**config.mk**
```make
export PLATFORM = sky130hd
export DESIGN_NAME = obuf_tag_req_arbiter
export DESIGN_NICKNAME = d
export VERILOG_FILES = /design/src/rtl/obuf_tag_req_arbiter.sv
export SDC_FILE = /design/constraint.sdc
export NUM_CORES = 1
export LEC_CHECK = 0
export CAP_MARGIN = 10
export CORE_UTILIZATION = 52
export CTS_BUF_LIST = sky130_fd_sc_hd__clkbuf_2
export DETAILED_ROUTE_END_ITERATION = 16
export PLACE_DENSITY = 0.91
export SLEW_MARGIN = 20
export SYNTH_ARGS = -nofsm -noshare
export SYNTH_HDL_FRONTEND = slang
export SYNTH_SLANG_ARGS = --single-unit
export TNS_END_PERCENT = 20
```
**constraint.sdc**
```tcl
create_clock -name clk -period 2.8 [get_ports clk]
set_input_delay 0.28 -clock clk [delete_from_list [all_inputs] [get_ports clk]]
set_output_delay 0.28 -clock clk [all_outputs]
set_load 0.1 [all_outputs]
```
**src/rtl/obuf_tag_req_arbiter.sv**
```systemverilog
// Round-robin arbiter sharing one obuf tag-request port among NUM_REQ requesters.
// Define OBUF_TAG_ARB_FIXED_PRIO_EN for fixed priority (index 0 highest) with identical timing.
module obuf_tag_req_arbiter #(
    parameter int unsigned NUM_REQ   = 4,
    parameter int unsigned REQ_W     = (NUM_REQ > 1) ? $clog2(NUM_REQ) : 1,
    parameter int unsigned TAG_W     = 1,
    parameter int unsigned ISSUE_GAP = 6
) (
    input  logic               clk,
    input  logic               reset,
    input  logic [NUM_REQ-1:0] req_valid,
    input  logic [NUM_REQ-1:0] req_reuse,
    input  logic [NUM_REQ-1:0] req_bias_prev_sw,
    input  logic [NUM_REQ-1:0] req_ddr_pe_sw,
    input  logic [NUM_REQ-1:0] req_block_done,
    output logic [NUM_REQ-1:0] req_ack,
    output logic [TAG_W-1:0]   ack_tag,
    output logic               tag_req,
    output logic               tag_reuse,
    output logic               tag_bias_prev_sw,
    output logic               tag_ddr_pe_sw,
    output logic               block_done,
    input  logic               tag_ready,
    input  logic [TAG_W-1:0]   tag,
    output logic               busy
);

    localparam int unsigned      CNT_W    = (ISSUE_GAP > 1) ? $clog2(ISSUE_GAP) : 1;
    localparam logic [CNT_W-1:0] GAP_LOAD = CNT_W'(ISSUE_GAP - 1);
    localparam logic [REQ_W-1:0] LAST_IDX = REQ_W'(NUM_REQ - 1);

    typedef enum logic [1:0] {IDLE, ISSUE, GAP, ACK} state_t;

    // Returns {found, index}: first set bit of vec scanning upward from start, wrapping.
    function automatic logic [REQ_W:0] pick(input logic [NUM_REQ-1:0] vec,
                                            input logic [REQ_W-1:0]   start);
        logic [REQ_W:0]   res;
        logic [REQ_W-1:0] idx;
        res = '0;
        for (int k = NUM_REQ - 1; k >= 0; k--) begin
            idx = REQ_W'((int'(start) + k) % NUM_REQ);
            if (vec[idx]) res = {1'b1, idx};
        end
        return res;
    endfunction

    function automatic logic [REQ_W-1:0] next_idx(input logic [REQ_W-1:0] w);
        return (w == LAST_IDX) ? '0 : w + REQ_W'(1);
    endfunction

    state_t             state;
    logic [REQ_W-1:0]   winner;
    logic [CNT_W-1:0]   gap_cnt;
    logic [NUM_REQ-1:0] pending_done;

    logic [REQ_W-1:0]   idle_start;
    logic [REQ_W-1:0]   ack_start;
    logic [NUM_REQ-1:0] winner_oh;
    logic [REQ_W:0]     idle_pick;
    logic [REQ_W:0]     ack_pick_ex;
    logic [REQ_W:0]     ack_pick_in;
    logic [REQ_W:0]     done_pick;
    logic               done_fire;
    logic               idle_issue;
    logic               ack_issue;
    logic [NUM_REQ-1:0] done_clr;
    logic [REQ_W-1:0]   next_sel;

`ifdef OBUF_TAG_ARB_FIXED_PRIO_EN
    assign idle_start = '0;
    assign ack_start  = '0;
`else
    logic [REQ_W-1:0] rr_ptr;

    assign idle_start = rr_ptr;
    assign ack_start  = next_idx(winner);
`endif

    assign winner_oh = NUM_REQ'(1) << winner;
    assign busy      = (state != IDLE) || (|pending_done);

    always_comb begin
        idle_pick   = pick(req_valid, idle_start);
        ack_pick_ex = pick(req_valid & ~winner_oh, ack_start);
        ack_pick_in = pick(req_valid, ack_start);
        done_pick   = pick(pending_done & ~req_valid, '0);

        done_fire  = (state == IDLE) && tag_ready && done_pick[REQ_W];
        idle_issue = (state == IDLE) && tag_ready && !done_pick[REQ_W] && idle_pick[REQ_W];
        // The acked requester's valid is still its old request, so issue straight from ACK
        // only when the choice does not depend on that bit and no block_done is waiting.
        ack_issue  = (state == ACK) && tag_ready && (pending_done == '0) &&
                     ack_pick_ex[REQ_W] && (ack_pick_ex == ack_pick_in);

        done_clr = done_fire ? (NUM_REQ'(1) << done_pick[REQ_W-1:0]) : '0;
        next_sel = (state == ACK) ? ack_pick_ex[REQ_W-1:0] : idle_pick[REQ_W-1:0];
    end

    always_ff @(posedge clk or negedge reset) begin
        if (!reset) begin
            state            <= IDLE;
            winner           <= '0;
            gap_cnt          <= '0;
            pending_done     <= '0;
            req_ack          <= '0;
            ack_tag          <= '0;
            tag_req          <= 1'b0;
            tag_reuse        <= 1'b0;
            tag_bias_prev_sw <= 1'b0;
            tag_ddr_pe_sw    <= 1'b0;
            block_done       <= 1'b0;
`ifndef OBUF_TAG_ARB_FIXED_PRIO_EN
            rr_ptr           <= '0;
`endif
        end else begin
            tag_req      <= 1'b0;
            req_ack      <= '0;
            ack_tag      <= '0;
            block_done   <= done_fire;
            // A fresh pulse wins over a same-cycle clear so it is never lost.
            pending_done <= (pending_done & ~done_clr) | req_block_done;

`ifndef OBUF_TAG_ARB_FIXED_PRIO_EN
            if (state == ACK) rr_ptr <= next_idx(winner);
`endif

            if (idle_issue || ack_issue) begin
                winner           <= next_sel;
                tag_reuse        <= req_reuse[next_sel];
                tag_bias_prev_sw <= req_bias_prev_sw[next_sel];
                tag_ddr_pe_sw    <= req_ddr_pe_sw[next_sel];
                tag_req          <= 1'b1;
                state            <= ISSUE;
            end else begin
                case (state)
                    IDLE: ;
                    ISSUE: begin
                        gap_cnt <= GAP_LOAD;
                        state   <= GAP;
                    end
                    GAP: begin
                        if (gap_cnt == '0) begin
                            req_ack <= winner_oh;
                            ack_tag <= tag;
                            state   <= ACK;
                        end else begin
                            gap_cnt <= gap_cnt - CNT_W'(1);
                        end
                    end
                    ACK: begin
                        tag_reuse        <= 1'b0;
                        tag_bias_prev_sw <= 1'b0;
                        tag_ddr_pe_sw    <= 1'b0;
                        state            <= IDLE;
                    end
                    default: state <= IDLE;
                endcase
            end
        end
    end

endmodule

```
Word-level counts from Yosys, hierarchy flattened

Index checks and enable logic that the tools add are counted.

Bitwise operators: 8
Equal/unequal tests: 7
Add/subtract/negate cells: 8
Multiplexer cells: 65
Shift operators: 2
Order comparisons: 9
Reductions and logical operators: 21

Operators by type and width:

| kind                | number |
|---|---|
| $mux 3              | 17 |
| $bmux 1 s2          | 15 |
| $lt 2x3->1 const B  | 9 |
| $mux 1              | 23 |
| $mux 4              | 4 |
| $and 4x4->4         | 3 |
| $not 4->4           | 3 |
| $add 2x2->2 const B | 4 |
| $logic_and 1x1->1   | 8 |
| $mux 2              | 4 |
| $shl 1x2->4 const A | 2 |
| $add 2x1->2 const B | 3 |
| $eq 2x2->1 const B  | 3 |
| $pmux 2 s3          | 1 |
| $pmux 3 s2          | 1 |
| $reduce_bool 2->1   | 3 |
| $logic_not 4->1     | 1 |
| $or 4x4->4          | 1 |
| $reduce_bool 4->1   | 1 |
| $reduce_or 4->1     | 1 |
| $eq 3x3->1          | 1 |
| $logic_not 3->1     | 1 |
| $ne 3x3->1 const B  | 1 |
| $reduce_and 3->1    | 1 |
| 8 further kinds     | 9 |

Output and inout bits: 11
Word-level logic and storage cells: 132
Input port bits: 24
Register bits: 23

Longest topological paths before layout

Gate-level depths: netlist (run 1).

Depth in word-level cells: 14
Depth in mapped cells: 11
Gate-level depth less buffers: 9

Least setup slack after synthesis (run 1)

No wires, ideal clock.

Path type: register to register
From: register winner[0]
To: register winner[0]
Buffers on the path: 1
Required time: 2.672 ns
Period minus slack after synthesis: 2.428 ns
Arrival: 2.300 ns
Slack: 0.372 ns
Library setup time: 0.128 ns
Stages on the path, launching flop included: 10
Cell sequence: dfrtp_1 inv_1 ha_1 buf_2 mux2i_1 a221oi_2 nand3_1 a211o_1 o21a_1 mux2_1

Word-level cells in the longest chain between the ends: 12
Elaborated cells on any way between the ends: 38
Those cells by class: 4 x add/sub; 2 x eq/ne; 1 x shift; 26 x mux; 2 x bitwise; 3 x reduce/logical

RTL lines:

| element                                                | RTL line | source |
|---|---|---|
| start, declared                                        | 52       | `logic [REQ_W-1:0] winner;` |
| start signal, assigned                                 | 128      | `winner <= next_sel;` |
| $add 2x1->2 / $eq 2x2->1 (equally long branches)       | 48       | `return (w == LAST_IDX) ? '0 : w + REQ_W'(1);` |
| $mux 2 (*)                                             | 48       |  |
| via ack_start[1]                                       | 57       | `logic [REQ_W-1:0] ack_start;` |
| $add 2x2->2                                            | 41       | `idx = REQ_W'((int'(start) + k) % NUM_REQ);` |
| $bmux 1 s2                                             | 42       | `if (vec[idx]) res = {1'b1, idx};` |
| $mux 1 (implied by the code)                           | 42       |  |
| $mux 3 (4 in series)                                   | 42       |  |
| $eq 3x3->1 / $logic_and 1x1->1 (equally long branches) | 93, 92   |  |
| $logic_and 1x1->1                                      | 93       | `ack_pick_ex[REQ_W] && (ack_pick_ex == ack_pick_in);` |
| $logic_or 1x1->1                                       | 127      | `if (idle_issue \|\| ack_issue) begin` |

Mark *: on every way through the listed nets, which the timed path passes. The rest lies on a longest branch. The select of a mux whose other input is x is not followed.
A chain may end at the register's enable or synchronous reset.

Worst setup path in the final report (run 1)

From: register winner[0]
To: register gap_cnt[0]

Word-level cells in the longest chain between the ends: 14
Elaborated cells on any way between the ends: 39
Those cells by class: 4 x add/sub; 2 x eq/ne; 1 x shift; 25 x mux; 3 x bitwise; 4 x reduce/logical

RTL lines:

| element                                                | RTL line | source |
|---|---|---|
| $add 2x1->2 (tied with other cells)                    | 48       |  |
| $mux 2 / $not 4->4 (equally long branches)             | 48, 84   |  |
| $add 2x2->2 / $and 4x4->4 (equally long branches)      | 41, 84   |  |
| $bmux 1 s2                                             | 42       |  |
| $mux 1 (implied by the code)                           | 42       |  |
| $mux 3 (4 in series)                                   | 42       |  |
| $eq 3x3->1 / $logic_and 1x1->1 (equally long branches) | 93, 92   |  |
| $logic_and 1x1->1 (*)                                  | 93       |  |
| $logic_or 1x1->1 (*)                                   | 127      |  |
| $not 1->1 (no line) (*)                                | --       |  |
| $reduce_and 3->1 (no line) (*)                         | --       |  |
| end signal, assigned                                   | 147      | `gap_cnt <= gap_cnt - CNT_W'(1);` |
| end, declared                                          | 53       | `logic [CNT_W-1:0] gap_cnt;` |

Mark *: on every way between the ends. The rest lies on a longest branch, timed or not. The select of a mux whose other input is x is not followed.

==> flow_metrics.env, run 1 <==
export IMPL_power_mw=1.76
export IMPL_area_delta_synth_final_pct=24.9
export IMPL_grt_antenna_before_repair=0
export IMPL_reg2reg_slack_ns=0.18
export IMPL_crit_required_ns=3.07
export IMPL_htree_levels=1
export IMPL_via_count=1443
export IMPL_cts_sinks=23
export IMPL_synth_top_cell_area_share=0.360
export IMPL_dp_hpwl_um=3020
export IMPL_via_per_inst=5.99
export IMPL_grt_pass1_vias=1425
export IMPL_synthTopCellsByCount="dfrtp_1 (23), inv_1 (16), nand2_1 (13)"
export IMPL_die_x_um=57.5
export IMPL_clk_latency_ns=0.35
export IMPL_fmax_mhz=381
export IMPL_initial_core_util=0.565
export IMPL_finalHoldViolations=0
export IMPL_ys_types=42
export IMPL_num_antenna_cells=0
export IMPL_syn_nets=204
export IMPL_period_needed_ns=2.62
export IMPL_first_pass_iters=10
export IMPL_drive_gt1_frac=0.171
export IMPL_drv_cap=0
export IMPL_path_class="register to register"
export IMPL_die_h_um=57.5
export IMPL_dieArea_um2=3300
export IMPL_r2r_start="winner[0]$_DFFE_PN0P_"
export IMPL_gp_congestion=0.977
export IMPL_drc=4
export IMPL_wl_um=3850
export IMPL_synth_seq_cells=23
export IMPL_antenna_left=0
export IMPL_detail_route_iter0_violations=49
export IMPL_cp_max_fo=6
export IMPL_peakVddDrop_mv=0.786
export IMPL_design_portCount=35
export IMPL_dp_cells=237
export IMPL_grt_max_degree=24
export IMPL_ctsHoldBuffers=0
export IMPL_synth_area_um2=1600
export IMPL_multiInputGateArea_um2=945
export IMPL_reg2reg_to="gap_cnt[0]$_DFFE_PN0P_"
export IMPL_crit_path_end_kind="register"
export IMPL_wl_per_cell_um=16.0
export IMPL_final_max_slew_viol_count=0
export IMPL_rsz0062_at_grt="false"
export IMPL_grt_pass1_wl_um=6140
export IMPL_cp_start_kind="register"
export IMPL_status="finished with violations"
export IMPL_instances_no_fill=241
export IMPL_ys_seq_area_frac=0.360
export IMPL_synth_async_reset_ratio=1.00
export IMPL_p_leak_nw=0.927
export IMPL_avgSynthCellArea_um2=9.41
export IMPL_powerDensity_nw_per_um2=883
export IMPL_setup_violations=0
export IMPL_grtUsageTotal=0.245
export IMPL_startpoint="winner[0]$_DFFE_PN0P_"
export IMPL_nets=245
export IMPL_cts_buffers=3
export IMPL_syn_inst=170
export IMPL_synth_top_area_cell="dfrtp_1"
export IMPL_seqCellArea_um2=576
export IMPL_finalHoldWorstSlack_ns=0.245
export IMPL_worst_slew_pin_slew_ns=0.515
export IMPL_yosys_top_cells_area="dfrtp_1 (36%), ha_1 (7.8%), mux2i_1 (6.9%)"
export IMPL_slew_headroom=0.653
export IMPL_synth_edf_count=0
export IMPL_core_um2=2830
export IMPL_yosysWarnings=0
export IMPL_clk_pin_slew_worst_paths_ns=0.22
export IMPL_worstPathArrival_ns=2.89
export IMPL_rows=19
export IMPL_violations="design-rule violations"
export IMPL_hold_path_class="primary input to asynchronous set/reset pin"
export IMPL_critPathCapture="gap_cnt[0]$_DFFE_PN0P_"
export IMPL_reg2reg_depth=9
export IMPL_cts_tree="done"
export IMPL_io_buffers=34
export IMPL_clockRootBuffer="clkbuf_2"
export IMPL_finalCritPeriodShare=0.936
export IMPL_ys_dominant_reg_cell="dfrtp_1"
export IMPL_synth_most_common_cell="dfrtp_1"
export IMPL_final_setup_tns_ns=0
export IMPL_grt_ovfl_total=0
export IMPL_cts_max_path_buffers=2
export IMPL_finClkSkew_ns=0.00957
export IMPL_num_fill_cells=233
[cells by family after synthesis]
logic type                 share of synthesized area
adders and majority gates                     0.0782
buffers and inverters                         0.0532
muxes                                          0.118
and+or+nand+nor                                0.200
AOI/OAI and AO/OA                              0.191
DFF                                            0.360
[flip-flops by register name (all words and copies together) (netlist names), 2 cells and up]
signal	flops
req_ack	4
pending_done	4
idle_start	2
winner	2
state	2
gap_cnt	3
[routing by layer]
metal  vias to the layer above  global-route usage  share of wire  wire, µm
li1                        688                   -              -         -
met1                       687               0.266           0.40      1530
met2                        62               0.477           0.53      2040
met3                         6              0.0522          0.062       239
met4                         0              0.0557         0.0096        37
met5                         -                   0              0         0
[final cells by class]
type	count	area share
Clock buffer	4	0.0100
Inverter	16	0.0301
Multi-Input combinational cell	127	0.473
Sequential cell	23	0.288
Tap cell	31	0.0194
Timing Repair Buffer	40	0.179
[repair_timing]
item,4_1_cts,5_1_grt
resized for setup,0,4
endpoints found under the setup margin,0,7
buffers inserted,0,0
[worst max-delay path, cell delays in order (launching register included)]
cell and delay (ns):
dfrtp_1 0.49, ha_2 0.26, nor2_1 0.27, buf_4 0.17, o21ai_0 0.11, o32ai_2 0.18
nand3_1 0.13, a211o_1 0.31, o21ai_1 0.25, mux2_2 0.38
[cell usage in the layout, fill, tap and decap left out, types with 3 or more instances in the layout]
cell and count:
dfrtp_1 23, clkdlybuf4s50_1 23, buf_4 17, inv_1 16, nand2_1 13, mux2i_1 11, o21ai_0 11, nand3_1 9
ha_1 8, a21oi_1 7, nand2b_1 7, and3_1 7, nor2_1 6, mux2_2 5, clkbuf_2 4, nor3_1 3
o22ai_1 3, a21o_1 3
[power breakdown]
group,internal (mW),switching (mW),leakage [nW],total [mW]
Sequential,0.416,0.0743,0.283,0.490
Clock,0.0377,0.103,0.0166,0.141
Combinational,0.463,0.669,0.627,1.13
Total,0.916,0.847,0.927,1.76
[worst min path at each step]
stage / start / to / slack, ns / cells past startpoint
floorplan: reset / ack_tag$_DFF_PN0_ / -0.02 / 0
global placement: pending_done[2]$_DFF_PN0_ / pending_done[2]$_DFF_PN0_ / 0.51 / 1
detailed placement: pending_done[2]$_DFF_PN0_ / pending_done[2]$_DFF_PN0_ / 0.51 / 1
CTS: reset / winner[0]$_DFFE_PN0P_ / 0.26 / 2
global route: reset / idle_start[0]$_DFFE_PN0P_ / 0.27 / 2
finish: reset / idle_start[0]$_DFFE_PN0P_ / 0.24 / 2
[stage by stage]
stage          instance area, µm²  setup WS, ns   util
3_5_place_dp                 1970        0.0577  0.697
6_report                     2000         0.178  0.706
2_1_floorplan                1600         0.372      -
4_1_cts                      1990        0.0398  0.704
5_1_grt                      2000        0.0251  0.706
3_3_place_gp                 1970         0.117  0.697
Note: power is estimated with default switching activity, not from simulation.
==> run 2, diff against run 1 <==
RECOVER_POWER = 100   (was default)
==> run 2 against run 1 <==
Flip-flop and latch count is the same; power shrank 1.4%; via count grew 0.14%; worst setup slack gained 0.0072 ns; the run still ends with design-rule violations left; non-clock buffer count is the same.
==> flow_metrics.env, run 2 (synthesis results as in run 1) <==
export IMPL_finalCritPeriodShare=0.934
export IMPL_grt_pass1_wl_um=6140
export IMPL_initial_core_util=0.565
export IMPL_fmax_mhz=382
export IMPL_rsz0062_at_grt="false"
export IMPL_instances_no_fill=241
export IMPL_gp_congestion=0.977
export IMPL_die_h_um=57.5
export IMPL_status="finished with violations"
export IMPL_cts_sinks=23
export IMPL_setup_violations=0
export IMPL_finClkSkew_ns=0.00874
export IMPL_grt_antenna_before_repair=0
export IMPL_clockRootBuffer="clkbuf_2"
export IMPL_num_antenna_cells=0
export IMPL_final_max_slew_viol_count=0
export IMPL_via_per_inst=6.00
export IMPL_crit_required_ns=3.06
export IMPL_dp_hpwl_um=3020
export IMPL_hp_start="req_block_done[0]"
export IMPL_startpoint="winner[0]$_DFFE_PN0P_"
export IMPL_drc=4
export IMPL_seqCellArea_um2=576
export IMPL_htree_levels=1
export IMPL_grt_pass1_vias=1425
export IMPL_peakVddDrop_mv=0.758
export IMPL_cts_buffers=3
export IMPL_nets=245
export IMPL_dp_cells=237
export IMPL_first_pass_iters=10
export IMPL_drv_cap=0
export IMPL_grt_max_degree=24
export IMPL_path_class="register to register"
export IMPL_wl_um=3850
export IMPL_finalHoldViolations=0
export IMPL_hold_path_class="primary input to register"
export IMPL_final_util=0.690
export IMPL_cts_setup_buffers=0
export IMPL_cts_resized_gates=0
export IMPL_p_leak_nw=0.879
export IMPL_num_fill_cells=250
export IMPL_ctsHoldBuffers=0
export IMPL_detail_route_iter0_violations=46
export IMPL_period_needed_ns=2.61
export IMPL_antenna_left=0
export IMPL_core_um2=2830
export IMPL_cp_start_kind="register"
export IMPL_clk_latency_ns=0.34
export IMPL_finalHoldWorstSlack_ns=0.469
export IMPL_slew_headroom=0.148
export IMPL_violations="design-rule violations"
export IMPL_design_portCount=35
export IMPL_rows=19
export IMPL_cp_max_fo=5
export IMPL_layout_commonest_cell="dfrtp_1"
export IMPL_worst_slew_pin_slew_ns=1.28
export IMPL_io_buffers=34
export IMPL_worstPathArrival_ns=2.88
export IMPL_crit_path_end_kind="register"
export IMPL_drive_gt1_frac=0.114
export IMPL_grtUsageTotal=0.245
export IMPL_grt_ovfl_total=0
export IMPL_final_cell_mix="dfrtp_1 (23), clkdlybuf4s50_1 (20), inv_1 (16), nand2_1 (13), clkbuf_1 (12)"
export IMPL_multiInputGateArea_um2=945
export IMPL_biggestRegsByFlops="pending_done: 4 flops, req_ack: 4 flops, gap_cnt: 3 flops"
export IMPL_wl_per_cell_um=16.0
export IMPL_area_delta_synth_final_pct=22.1
export IMPL_clk_pin_slew_worst_paths_ns=0.22
export IMPL_powerDensity_nw_per_um2=891
export IMPL_die_x_um=57.5
export IMPL_cts_max_path_buffers=2
export IMPL_cts_tree="done"
export IMPL_via_count=1445
export IMPL_final_setup_tns_ns=0
export IMPL_power_mw=1.74
export IMPL_r2r_start="winner[0]$_DFFE_PN0P_"
export IMPL_dieArea_um2=3300
[run 2: area by class of cell]
class | count | share of cell area
timing repair buffer | 40 | 0.160
sequential | 23 | 0.295
multi-input combinational | 127 | 0.484
inverter | 16 | 0.0308
clock buffer | 4 | 0.0103
tap | 31 | 0.0199
[run 2: final timing paths]
kind                       slack (ns)  depth (start not counted)                        end
max                              0.19                          9     gap_cnt[0]$_DFFE_PN0P_
min                              0.47                          2  pending_done[0]$_DFF_PN0_
max reg2reg                      0.19                          9     gap_cnt[0]$_DFFE_PN0P_
min reg2reg                      0.57                          1  pending_done[2]$_DFF_PN0_
max in group asynchronous        1.37                          2       req_ack[0]$_DFF_PN0_
min in group asynchronous        0.69                          2  idle_start[0]$_DFFE_PN0P_
[run 2: power by group]
group / switching [mW] / internal, mW
Clock: 0.103 / 0.0377
Combinational: 0.668 / 0.441
Sequential: 0.0734 / 0.415
Total: 0.844 / 0.894
[run 2: critical path, stage by stage (launching register included)]
cell,delay [ns]
dfrtp_1,0.48
inv_1,0.09
ha_1,0.23
nand2b_1,0.20
o21ai_0,0.25
o32ai_2,0.15
a21o_1,0.17
a211o_1,0.32
o21ai_1,0.25
mux2_2,0.38
[run 2: metrics by stage]
step / worst slack [ns] / area, µm²
after floorplan: 0.372 / 1600
after global placement: 0.117 / 1970
after detailed placement: 0.0577 / 1970
after CTS: 0.0398 / 1990
after global routing: 0.0248 / 1950
final: 0.185 / 1950
[run 2: routing by layer]
metal	track usage	wire length, µm	up-vias
met4	0.0557	37	0
li1	-	-	688
met2	0.477	2040	68
met1	0.266	1510	683
met3	0.0522	257	6
met5	0	0	-
==> run 3, diff against run 2 <==
CORE_MARGIN = 2   (was default)
==> run 3 against run 2 <==
The run now ends clean; clock skew rose by 0.0092 ns; cell count rose by 1.2%; register-to-register slack worse by 0.08 ns; core utilization down 2.9 points; combinational power hardly changed; hold slack got worse by 0.032 ns; maximum frequency down 2.8%; final area up 0.83%; via count fell by 0.35%.
==> flow_metrics.env, run 3 (synthesis results as in run 1) <==
export IMPL_path_cells="inv_1, ha_2, nand2b_2, o22ai_1, a221oi_2, buf_4, a21o_1, a211o_1, o21a_4, mux2_1"
export IMPL_biggestRegsByFlops="pending_done: 4 flops, req_ack: 4 flops, gap_cnt: 3 flops"
export IMPL_finalCritPeriodShare=0.961
export IMPL_grt_pass1_wl_um=6220
export IMPL_cp_start_kind="register"
export IMPL_gp_congestion=0.920
export IMPL_cts_tree="done"
export IMPL_hold_path_class="primary input to register"
export IMPL_dp_cells=239
export IMPL_finish_instance_area_um2=1970
export IMPL_clock_power_share=0.083
export IMPL_rows=20
export IMPL_slew_headroom=0.190
export IMPL_htree_levels=1
export IMPL_cts_sinks=23
export IMPL_via_per_inst=5.90
export IMPL_cts_max_path_buffers=2
export IMPL_first_pass_iters=5
export IMPL_cpLargestDelayFamily="compound AO/OA/AOI/OAI gates"
export IMPL_instances_no_fill=244
export IMPL_final_max_slew_viol_count=0
export IMPL_period_needed_ns=2.69
export IMPL_setup_violations=0
export IMPL_worst_path_buf_inv=2
export IMPL_dieArea_um2=3530
export IMPL_via_count=1440
export IMPL_final_util=0.661
export IMPL_cts_buffers=3
export IMPL_die_x_um=59.5
export IMPL_p_int_mw=0.885
export IMPL_clk_pin_slew_worst_paths_ns=0.25
export IMPL_crit_required_ns=3.06
export IMPL_p_leak_nw=0.888
export IMPL_num_fill_cells=246
export IMPL_cp_slowest_stage_delay_ns=0.49
export IMPL_finClkSkew_ns=0.0179
export IMPL_detail_route_iter0_violations=64
export IMPL_drc=0
export IMPL_num_antenna_cells=0
export IMPL_core_um2=2980
export IMPL_wl_per_cell_um=14.9
export IMPL_antenna_left=0
export IMPL_grt_ovfl_total=0
export IMPL_peakVddDrop_mv=0.634
export IMPL_netSwitchingFraction=0.487
export IMPL_cp_max_fo=13
export IMPL_clockRootBuffer="clkbuf_2"
export IMPL_finalHoldWorstSlack_ns=0.437
export IMPL_grt_max_degree=24
export IMPL_dp_slack_ns=0.0319
export IMPL_place_area_um2=1970
export IMPL_grt_antenna_before_repair=0
export IMPL_grtUsageTotal=0.231
export IMPL_nets=246
export IMPL_worst_slew_pin_slew_ns=1.22
export IMPL_drv_cap=0
export IMPL_drive_gt1_frac=0.123
export IMPL_dp_hpwl_um=2780
export IMPL_finalHoldViolations=0
export IMPL_layout_setup_ws_ns=0.109
export IMPL_seqPwrFrac=0.283
export IMPL_area_delta_synth_final_pct=23.1
export IMPL_powerDensity_nw_per_um2=876
export IMPL_design_portCount=35
export IMPL_final_cell_mix="dfrtp_1 (23), clkdlybuf4s50_1 (20), inv_1 (16), nand2_1 (13)"
export IMPL_die_h_um=59.5
export IMPL_crit_path_end_kind="register"
export IMPL_layout_commonest_cell="dfrtp_1"
export IMPL_clk_latency_ns=0.36
export IMPL_worstPathArrival_ns=2.95
export IMPL_status="finished, final reports clean"
export IMPL_wl_um=3640
export IMPL_p_sw_mw=0.839
export IMPL_fmax_mhz=372
export IMPL_grt_pass1_vias=1371
export IMPL_combPwrFrac=0.634
export IMPL_initial_core_util=0.537
export IMPL_path_class="register to register"
export IMPL_crit_path_top_delay_cell="dfrtp_1"
export IMPL_io_buffers=34
export IMPL_reg2reg_slack_ns=0.11
## run 3: power by group through the flow
| stage | registers [mW] | clock network (mW) | logic (mW) |
|---|---|---|---|
| 2_1_floorplan | 0.651 | 0 | 0.667 |
| 3_3_place_gp | 0.488 | 0 | 1.06 |
| 3_5_place_dp | 0.494 | 0 | 1.09 |
| 4_1_cts | 0.486 | 0.145 | 1.09 |
| 5_1_grt | 0.499 | 0.165 | 1.20 |
| 6_report | 0.487 | 0.144 | 1.09 |
## run 3: area by class of cell
type,count,area (µm²),area share
multi-input cells,127,953,0.484
flip-flops and latches,23,576,0.292
repair buffers,41,318,0.161
inverters,16,60.1,0.0305
well taps,33,41.3,0.0210
clock buffers,3,15.0,0.00763
clock inverters,1,5.00,0.00254
## run 3: metal layers
layer | GRT usage | wire (µm)
met3 | 0.0371 | 204
met2 | 0.386 | 1830
met5 | 0 | 0
met1 | 0.304 | 1560
met4 | 0.0747 | 45
## run 3: metrics by stage
| step | setup TNS (ns) | power (mW) |
|---|---|---|
| 5_1_grt | -0.0157 | 1.86 |
| 3_5_place_dp | 0 | 1.58 |
| 6_report | 0 | 1.72 |
| 2_1_floorplan | 0 | 1.32 |
| 3_3_place_gp | 0 | 1.55 |
| 4_1_cts | 0 | 1.73 |
## run 3: timing repair
action,4_1_cts,5_1_grt
setup buffers,0,1
resized for setup,0,5
setup endpoints to repair,0,13
hold buffers,0,0
## run 3: path summary, 6_finish.rpt
check,cells past startpoint,from,to
hold reg to reg,1,pending_done[2]$_DFF_PN0_,pending_done[2]$_DFF_PN0_
setup reg to reg,10,winner[0]$_DFFE_PN0P_,winner[1]$_DFFE_PN0P_
setup / recovery,10,winner[0]$_DFFE_PN0P_,winner[1]$_DFFE_PN0P_
min in group asynchronous,2,reset,idle_start[1]$_DFFE_PN0P_
max in group asynchronous,2,reset,ack_tag$_DFF_PN0_
hold / removal,2,req_block_done[1],pending_done[1]$_DFF_PN0_
